[src/rtl/fifo_wr_arbiter.sv]
// Round-robin arbiter sharing one FIFO write port among N_REQ producers.
// One owner at a time, up to BURST words per grant, no write while full.
module fifo_wr_arbiter #(
  parameter int DATA_WIDTH = 8,
  parameter int N_REQ      = 4,
  parameter int BURST      = 4
) (
  input  logic                        clk,
  input  logic                        reset,
  input  logic [N_REQ-1:0]            req,
  input  logic [N_REQ*DATA_WIDTH-1:0] req_data,
  input  logic                        fifo_full,
  output logic [N_REQ-1:0]            ack,
  output logic [N_REQ-1:0]            grant,
  output logic                        fifo_wr,
  output logic [DATA_WIDTH-1:0]       fifo_w_data,
  output logic                        busy
);

  localparam int IW = $clog2(N_REQ);
  localparam int CW = $clog2(BURST + 1);
  localparam logic [CW-1:0]    C_LAST = CW'(BURST - 1);
  localparam logic [IW-1:0]    I_LAST = IW'(N_REQ - 1);
  localparam logic [N_REQ-1:0] ONE    = N_REQ'(1);

  typedef enum logic {
    S_IDLE,
    S_OWN
  } state_t;

  state_t                r_state;
  state_t                w_state_nxt;
  logic [N_REQ-1:0]      r_grant;
  logic [N_REQ-1:0]      w_grant_nxt;
  logic [IW-1:0]         r_owner;
  logic [IW-1:0]         w_owner_nxt;
  logic [IW-1:0]         r_last;
  logic [IW-1:0]         w_last_nxt;
  logic [CW-1:0]         r_count;
  logic [CW-1:0]         w_count_nxt;
  logic [IW-1:0]         w_base;
  logic [IW-1:0]         w_idx;
  logic [IW-1:0]         w_pick;
  logic [N_REQ-1:0]      w_pick_oh;
  logic                  w_own_req;
  logic                  w_write;
  logic                  w_release;
  logic                  w_any;
  logic [DATA_WIDTH-1:0] w_word;

  // The scan starts after the current owner in OWN so that a
  // burst-expired owner is reconsidered only after everyone else.
  assign w_base    = (r_state == S_OWN) ? r_owner : r_last;
  assign w_any     = |req;
  assign w_own_req = |(req & r_grant);
  assign w_write   = (r_state == S_OWN) & w_own_req & ~fifo_full;
  assign w_release = (r_state == S_OWN) &
                     (~w_own_req | (w_write & (r_count == C_LAST)));
  assign w_pick_oh = ONE << w_pick;

  // Round-robin pick: first set req after w_base, wrapping, w_base last
  always_comb begin
    w_pick = w_base;
    w_idx  = w_base;
    for (int k = N_REQ; k >= 1; k--) begin
      w_idx = IW'((int'(w_base) + k) % N_REQ);
      if (req[w_idx]) w_pick = w_idx;
    end
  end

  // Select the owner's data word from the packed request bus
  always_comb begin
    w_word = '0;
    for (int i = 0; i < N_REQ; i++) begin
      if (r_grant[i]) w_word = req_data[i*DATA_WIDTH +: DATA_WIDTH];
    end
  end

  assign fifo_wr     = w_write;
  assign ack         = w_write ? r_grant : '0;
  assign fifo_w_data = w_write ? w_word : '0;
  assign grant       = r_grant;
  assign busy        = (r_state == S_OWN);

  // Next-state: grant from IDLE, count/release/hand off in OWN
  always_comb begin
    w_state_nxt = r_state;
    w_grant_nxt = r_grant;
    w_owner_nxt = r_owner;
    w_last_nxt  = r_last;
    w_count_nxt = r_count;
    unique case (r_state)
      S_IDLE: begin
        if (w_any) begin
          w_state_nxt = S_OWN;
          w_grant_nxt = w_pick_oh;
          w_owner_nxt = w_pick;
          w_count_nxt = '0;
        end
      end
      S_OWN: begin
        if (w_write) w_count_nxt = r_count + CW'(1);
        if (w_release) begin
          w_last_nxt  = r_owner;
          w_count_nxt = '0;
          if (w_any) begin
            w_grant_nxt = w_pick_oh;
            w_owner_nxt = w_pick;
          end else begin
            w_state_nxt = S_IDLE;
            w_grant_nxt = '0;
          end
        end
      end
      default: w_state_nxt = S_IDLE;
    endcase
  end

  // State registers; async reset aborts any burst in progress
  always_ff @(posedge clk or negedge reset) begin
    if (!reset) begin
      r_state <= S_IDLE;
      r_grant <= '0;
      r_owner <= '0;
      r_last  <= I_LAST;
      r_count <= '0;
    end else begin
      r_state <= w_state_nxt;
      r_grant <= w_grant_nxt;
      r_owner <= w_owner_nxt;
      r_last  <= w_last_nxt;
      r_count <= w_count_nxt;
    end
  end

endmodule
[config.mk]
export PLATFORM = sky130hd
export DESIGN_NAME = fifo_wr_arbiter
export DESIGN_NICKNAME = d
export VERILOG_FILES = /design/src/rtl/fifo_wr_arbiter.sv
export SDC_FILE = /design/constraint.sdc
export NUM_CORES = 1
export LEC_CHECK = 0
export CORE_ASPECT_RATIO = 1.25
export CORE_MARGIN = 1.5
export CORE_UTILIZATION = 39
export CTS_CLUSTER_SIZE = 25
export DETAILED_ROUTE_END_ITERATION = 8
export GPL_ROUTABILITY_DRIVEN = 0
export PLACE_DENSITY = 0.84
export RECOVER_POWER = 100
export SLEW_MARGIN = 40
export SYNTH_ARGS = -nofsm -noshare
export SYNTH_HDL_FRONTEND = slang
export SYNTH_SLANG_ARGS = --single-unit
[constraint.sdc]
create_clock -name clk -period 3 [get_ports clk]
set_input_delay 0.6 -clock clk [delete_from_list [all_inputs] [get_ports clk]]
set_output_delay 0.6 -clock clk [all_outputs]
set_load 0.02 [all_outputs]
======== Word-level counts from Yosys, hierarchy flattened ========
Cells that the tools add are included.
Widths: inputs -> output; s select.
word-level totals
  bits in registers ....................... 12
  bits of input ports ..................... 39
  output and inout port bits .............. 18
cells by class
  add/subtract/negate cells ............... 5
  magnitude comparators ................... 4
  equal/unequal tests ..................... 4
  shifts and indexed selects .............. 1
  multiplexer cells ....................... 33
  bitwise logic cells ..................... 9
  reductions and logical operators ........ 5
operator list
  operator             count
  $mux 8               5
  $mux 4               4
  $mux 2               7
  $lt 2x3->1 const B   4
  $mux 3               3
  $bmux 1 s2           4
  $pmux 4 s2           1
  $reduce_or 4->1      2
  $mux 1               6
  $pmux 3 s2           1
  $reduce_and 2->1     3
  $add 2x1->2 const B  2
  $add 2x2->2 const B  2
  $and 1x1->1          4
  $and 4x4->4          1
  $pmux 2 s2           1
  $shl 1x2->4 const A  1
  $add 3x1->3 const B  1
  $eq 3x2->1 const B   1
  $ne 3x1->1 const B   1
  $not 1->1            3
  $ne 2x1->1 const B   1
  $ne 2x2->1 const B   1
  $pmux 1 s2           1
  $or 1x1->1           1

======== Depth between registers and ports, before layout ========
Gate-level depths: netlist of run 1.
  depth in word-level cells ............... 12
  depth in mapped cells ................... 5

======== Least setup slack after synthesis of run 1 ========
No wires, ideal clock.
  path kind ............................... register to output
  start point ............................. register r_grant[1] (netlist: grant[1])
  end point ............................... output port fifo_wr
  data arrival time ....................... 1681 ps
  required time ........................... 2400 ps
  path slack .............................. 719 ps
  cell stages (with the launch flop) ...... 6
  cell sequence ........................... dfrtp_1 > buf_2 > a22o_1 > o211ai_1 > clkbuf_1 > inv_1
between the ends
  word-level cells in the longest chain between the ends .. 4
RTL lines
  element                   line  source
  from (decl)               33    logic [N_REQ-1:0] r_grant;
  from (signal assigned)    129   r_grant <= w_grant_nxt;
  $and 4x4->4               55    assign w_own_req = |(req & r_grant);
  $reduce_or 4->1           55
  $and 1x1->1 (2 in a row)  56    assign w_write = (r_state == S_OWN) & w_own_req & ~fifo_full;
  to (decl)                 15    output logic fifo_wr,
No other way between the ends.

======== Worst setup path after layout of run 1 ========
  start point ............................. input port req[0]
  end point ............................... output port fifo_wr
between the ends
  word-level cells in the longest chain between the ends .. 4
RTL lines
  element                   line  source
  from (decl)               10    input logic [N_REQ-1:0] req,
  $and 4x4->4               55
  $reduce_or 4->1           55
  $and 1x1->1 (2 in a row)  56
No other way between the ends.

==> reports/qor.csv, run 1 <==
stage,metric,value,unit
min_path,hold_class,flop to flop,
drt,drc,0,
final_layout,layout-drive-gt1-share,0.115,
drt,vias_per_cell,5.82,
global_route,antenna_found_initial,0,
worst_setup_path,crit_path_start_kind,input pin,
final_layout,fin_util,0.688,
clock_tree,cts_tree,done,
timing,setup_viol,0,
logic_synthesis,synth_fp_nets,145,
pwr,power.density,732,nW/um^2
timing,fin_crit_sh,0.961,
floorplanning,initial_core_util,0.415,
final_layout,multiInputGateArea,556,sq um
timing,final-hold-violation-count,0,
logic_synthesis,synth_commonest_cells,"dfrtp_1 (10), nand2_1 (9), nor2_1 (9), o211ai_1 (9)",
placed_design,dpl_cell_area,1540,sq um
floorplanning,rows,19,
global_route,grt_pass1_vias,1139,
pwr,sw_frac_of_total,0.438,
global_route,grt_pass1_wl,4.51,mm
logic_synthesis,yosysTopAreaCellShare,0.272,
logic_synthesis,syn-cell-area,918,sq um
run_status,status,"complete, no violations",
min_path,timing.hold.worst.start,r_count[2],
clock_tree,clkLatencyLatePin,0.28,ns
timing,skew,0.00478,ns
timing,timing.final.crit_period,2.88,ns
clock_tree,cts.sinks,12,
placed_design,dp_hpwl,2.46,mm
logic_synthesis,yosys.area.top_type,dfrtp_1,
logic_synthesis,synth_compound_area_frac,0.368,
pwr,ir_drop,0.525,mV
logic_synthesis,synth_edf_count,0,
worst_setup_path,path_max_fanout,11,
clock_tree,path_clk_slew,0.08,ns
logic_synthesis,yosys.cell_types.count,31,
clock_tree,cts_buffers,3,
final_layout,diodes,0,
floorplanning,die_y,57.3,um
logic_synthesis,synth_most_common_cell,dfrtp_1,
logic_synthesis,syn_avg_cell_area,8.83,sq um
logic_synthesis,synth_mux_area_frac,0.104,
global_route,overflow,0,
clock_tree,clock_path_buffers,2,
pwr,comb_power_share,0.607,
worst_setup_path,end_kind,primary output,
final_layout,nNetsFinal,207,
drt,wl_per_cell,16.0,um
pwr,pwr-share-clk,0.118,
logic_synthesis,synth-xor-area-share,0,
floorplanning,dieArea,2660,sq um
timing,finalWorstSetupSlack,0.118,ns
pwr,cellLeakagePower,0.635,nW
clock_tree,root_buffer,clkbuf_4,
timing,rsz0062_at_grt,no,
drt,num_vias,1141,
timing,drv_slew,0,
logic_synthesis,synthCells,104,
floorplanning,die_w,46.4,um
logic_synthesis,synth_top_family_by_area,compound AO/OA/AOI/OAI gates,
worst_setup_path,setup.worst_path.start,req[0],
global_route,grt_usage,0.229,
timing,fin_tns_setup,0,ns
clock_tree,ctsHtreeMaxLevel,1,
worst_setup_path,r2r_start,grant[3],
timing,slew_headroom,0.494,
logic_synthesis,ys_seq_area_frac,0.330,
final_layout,n_fill_cell,197,
final_layout,syn2layout_area_growth,65.5,%
worst_setup_path,critical_path_class,input pin to primary output,
pwr,internal_power,0.000626,W
logic_synthesis,synth_area_leaders,"dfrtp_1 (27%), a221o_1 (8.7%), o211ai_1 (7.4%), mux2_2 (6.1%), dfstp_2 (5.7%)",
pwr,power_frac_seq,0.276,
logic_synthesis,ys_warn_count,0,
drt,postRouteAntennaNets,0,
drt,drtIter0Drc,24,
logic_synthesis,ys_ff_latch,12,
timing,tightest_slew,0.751,ns
floorplanning,core_area,2210,sq um
placed_design,pre_cts_slack,0.0530,ns
pwr,switchingPower,0.000487,W
drt,wl,3.14,mm
run,drv_cap,0,
worst_setup_path,required,2.40,ns
global_route,grt_max_degree,13,
drt,first_pass_iters,4,
logic_synthesis,synth-simple-area-share,0.106,
final_layout,final_area,1520,sq um
timing,max_freq,347,MHz
worst_setup_path,worstPathArrival,2.28,ns
logic_synthesis,synth-main-ff-cell,dfrtp_1,
logic_synthesis,synth_adder_area_share,0.0272,
floorplanning,io_pins,57,
placed_design,port_buffers,56,
final_layout,seq_area,303,sq um
logic_synthesis,synthArstFlopShare,1.00,
## layout make-up
class                           instances  share of cell area
Inverter                                8              0.0198
Tap cell                               31              0.0255
Multi-Input combinational cell         78               0.365
Clock buffer                            4              0.0239
Sequential cell                        12               0.199
Timing Repair Buffer                   63               0.366
## routing by layer
layer | GRT usage | part of all wire
met4 | 0.106 | 0.016
met5 | 0 | 0
met3 | 0.0443 | 0.12
met1 | 0.210 | 0.35
met2 | 0.442 | 0.51
## cells in the final DEF (no fill, tap or decap), types with 2 or more instances in the layout
master           instances
dfstp_2                  2
a221o_1                  8
clkbuf_1                 9
dfrtp_1                 10
a22o_1                   3
ha_1                     2
inv_1                    6
clkinv_1                 2
a211o_1                  2
clkdlybuf4s50_1         40
o21ai_0                  5
a21oi_1                  8
mux2_2                   4
nor2b_1                  2
buf_4                    6
nor2_1                   9
o32ai_1                  5
o211ai_1                 9
nand2_1                  9
clkbuf_4                 3
dlygate4sd3_1            6
## sequential cells by signal (all words and copies together) (netlist names)
| signal | cells |
|---|---|
| r_count | 3 |
| r_owner | 2 |
| r_last | 2 |
| grant | 4 |
| busy | 1 |
## kinds of logic after synthesis
kind of cell	after synthesis
mux	8
fa+ha+maj	2
compound gates	45
flops	12
simple gates	23
buf+inv	14
## stage by stage
step,instances,hold slack (ns),total power [W]
final,196,0.514,0.00111
after global routing,196,0.521,0.00118
after CTS,196,0.511,0.00115
after detailed placement,192,0.493,0.00102
after global placement,192,0.458,0.000985
after floorplan,104,0.304,0.000749
## power groups by stage
stage / clock, W / sequential (W) / combinational, W
floorplan: 0 / 0.000285 / 0.000464
global placement: 0 / 0.000306 / 0.000679
detailed placement: 0 / 0.000310 / 0.000705
CTS: 0.000133 / 0.000307 / 0.000712
global route: 0.000136 / 0.000312 / 0.000730
finish: 0.000131 / 0.000307 / 0.000675
## critical path, stage by stage
cell	delay [ns]
clkdlybuf4s50_1	0.42
a22o_1	0.25
o211ai_1	0.22
buf_4	0.21
inv_1	0.05
clkdlybuf4s50_1	0.52
## timing repair
item | CTS | global route
hold buffers | 0 | 0
setup buffers | 0 | 0
gates resized for setup | 0 | 10
setup endpoints to repair | 0 | 10
## worst paths after layout
| check | endpoint | slack [ns] | depth (start not counted) |
|---|---|---|---|
| setup / recovery | fifo_wr | 0.12 | 6 |
| hold / removal | r_count[2] | 0.51 | 1 |
| setup reg to reg | r_owner[1] | 0.85 | 4 |
| hold reg to reg | r_count[2] | 0.51 | 1 |
| max in group asynchronous | r_last[0] | 1.90 | 1 |
| min in group asynchronous | grant[2] | 0.73 | 1 |
(Power assumes the default switching activity.)
==> run 2, diff against run 1 <==
- ABC_AREA: not set -> 1
- CORE_UTILIZATION: 39 -> 43
- CTS_CLUSTER_DIAMETER: not set -> 40
- PLACE_DENSITY: 0.84 -> 0.85
==> reports/qor.csv, run 2 <==
stage,metric,value,unit
worst_setup_path,end_kind,primary output,
floorplanning,dieArea,2930,sq um
pwr,pwr-share-clk,0.080,
worst_setup_path,crit_path_start_kind,input pin,
final_layout,diodes,0,
logic_synthesis,synth_commonest_cells,"nand2_1 (51), o21ai_0 (26), inv_1 (19), a21oi_1 (16), nor2_1 (14)",
min_path,timing.hold.worst.start,r_count[2],
worst_setup_path,reg2regPathDepth,8,
global_route,use_met2,0.409,
floorplanning,die_w,48.7,um
timing,rsz0062_at_grt,no,
timing,fin_crit_sh,0.965,
pwr,switchingPower,0.000684,W
logic_synthesis,synth-main-ff-cell,dfrtp_1,
timing,fin_tns_setup,0,ns
logic_synthesis,synth_area_leaders,"dfrtp_1 (22%), nand2_1 (17%), o21ai_0 (12%), a21oi_1 (7.1%), inv_1 (6.3%)",
worst_setup_path,r2r_start,grant[0],
worst_setup_path,required,2.40,ns
global_route,overflow,0,
clock_tree,cts_buffers,3,
clock_tree,cts.sinks,12,
drt,first_pass_iters,6,
pwr,sw_frac_of_total,0.517,
worst_setup_path,worstPathArrival,2.29,ns
timing,tightest_slew,0.520,ns
min_path,whs_endpoint,r_count[2],
placed_design,dp.cells,275,
timing,drv_slew,0,
timing,max_freq,345,MHz
logic_synthesis,ys_warn_count,0,
final_layout,syn2layout_area_growth,55.7,%
final_layout,n_fill_cell,241,
logic_synthesis,synth_fp_nets,224,
final_layout,layout-drive-gt1-share,0.106,
drt,wl_per_cell,12.0,um
logic_synthesis,syn_avg_cell_area,6.15,sq um
floorplanning,rows,20,
pwr,cellLeakagePower,0.868,nW
clock_tree,ctsHtreeMaxLevel,1,
clock_tree,clkLatencyLatePin,0.28,ns
drt,vias_per_cell,5.03,
timing,setup_viol,0,
final_layout,final_area,1750,sq um
global_route,grt_max_degree,18,
logic_synthesis,synth_edf_count,0,
worst_setup_path,critical_path_class,input pin to primary output,
logic_synthesis,synth_most_common_cell,nand2_1,
pwr,comb_power_share,0.693,
global_route,grt_usage,0.220,
final_layout,seq_area,303,sq um
final_layout,multiInputGateArea,687,sq um
pwr,ir_drop,0.473,mV
pwr,internal_power,0.000639,W
drt,drtIter0Drc,34,
logic_synthesis,ys_seq_area_frac,0.269,
clock_tree,post_cts_buffers,0,
final_layout,final_cells,279,
logic_synthesis,yosysTopAreaCellShare,0.222,
global_route,met1_usage,0.269,
placed_design,dpl_cell_area,1760,sq um
logic_synthesis,yosys.cell_types.count,28,
final_layout,mostFrequentLayoutCells,"nand2_1 (51), clkdlybuf4s50_1 (42), o21ai_0 (28)",
drt,postRouteAntennaNets,0,
floorplanning,initial_core_util,0.459,
logic_synthesis,synthCells,183,
floorplanning,core_area,2450,sq um
placed_design,dp_hpwl,2.73,mm
timing,final-hold-violation-count,0,
timing,timing.hold.ws,0.489,ns
logic_synthesis,yosys.area.top_type,dfrtp_1,
drt,drc,0,
worst_setup_path,r2r-end,r_owner[0],
floorplanning,io_pins,57,
run,drv_cap,0,
worst_setup_path,path_max_fanout,6,
floorplanning,die_y,60.2,um
min_path,hold_class,flop to flop,
global_route,grt_pass1_wl,5.13,mm
timing,slew_headroom,0.652,
placed_design,port_buffers,56,
global_route,grt-busiest-layer,met2,
final_layout,largest_reg_flops,4,
timing,skew,0.00733,ns
pwr,totalPowerFinal,0.00132,W
clock_tree,clock_path_buffers,2,
worst_setup_path,setup.worst_path.start,req[3],
pwr,power_frac_seq,0.228,
global_route,antenna_found_initial,0,
clock_tree,cts_tree,done,
min_path,worstHoldPathCells,2,
timing,timing.final.crit_period,2.89,ns
clock_tree,path_clk_slew,0.07,ns
final_layout,nNetsFinal,288,
logic_synthesis,synthArstFlopShare,1.00,
logic_synthesis,syn-cell-area,1120,sq um
drt,wl,3.34,mm
drt,num_vias,1403,
final_layout,final_common_cell,nand2_1,
run_status,status,"complete, no violations",
global_route,grt_pass1_vias,1238,
worst_setup_path,rrSetupSlack,1.28,ns
global_route,use_met3,0.0150,
logic_synthesis,ys_ff_latch,12,
pwr,power.density,756,nW/um^2
clock_tree,root_buffer,clkbuf_4,
[run 2: how the worst max path moves through the flow]
stage | depth (start not counted) | end
after global placement | 8 | fifo_w_data[2]
final | 7 | ack[0]
after CTS | 7 | fifo_w_data[0]
after global routing | 7 | ack[0]
after detailed placement | 8 | fifo_w_data[1]
after floorplan | 7 | fifo_w_data[1]
[run 2: layer usage]
metal / share of wire / up-vias / routed length (um)
li1: - / 729 / -
met1: 0.44 / 634 / 1470
met2: 0.51 / 35 / 1710
met3: 0.038 / 5 / 126
met4: 0.013 / 0 / 42
met5: 0 / - / 0
[run 2: area by class of cell]
type                       instances  share of cell area
timing repair buffer              64               0.344
multi-input combinational        142               0.392
inverter                          24              0.0529
clock buffer                       4              0.0150
tap                               33              0.0236
sequential                        12               0.173
[run 2: power groups by stage]
stage                     registers, W  logic [W]  clock network [W]
after floorplan               0.000299   0.000651                  0
after global placement        0.000301   0.000949                  0
after detailed placement      0.000303   0.000966                  0
after CTS                     0.000301   0.000954           0.000106
after global routing          0.000311    0.00103           0.000112
final                         0.000302   0.000917           0.000105
[run 2: worst max-delay path: stages]
cell and delay, ns:
clkdlybuf4s50_1 0.49, nand2_1 0.07, nand4_1 0.13, nand3_1 0.11, buf_4 0.17, nor2_1 0.10
clkdlybuf4s50_1 0.62
[run 2: cell families (layout without fill, tap and decap cells)]
kind of cell	after synthesis	in the layout	synth area share
flops	12	12	0.269
fa+ha+maj	2	2	0.0222
simple gates	92	92	0.369
compound gates	48	48	0.229
buf+inv	29	92	0.110
[run 2: what timing repair did]
action	in CTS	in global routing
gates resized for setup	7	1
gates cloned	0	0
setup endpoints to repair	7	1
hold buffers	0	0
[run 2: stage by stage]
step | utilization | setup WS (ns)
after floorplan | - | 0.713
after global routing | 0.714 | 0.0474
after detailed placement | 0.716 | -0.0259
final | 0.714 | 0.105
after global placement | 0.716 | 0.0145
after CTS | 0.723 | 0.0219
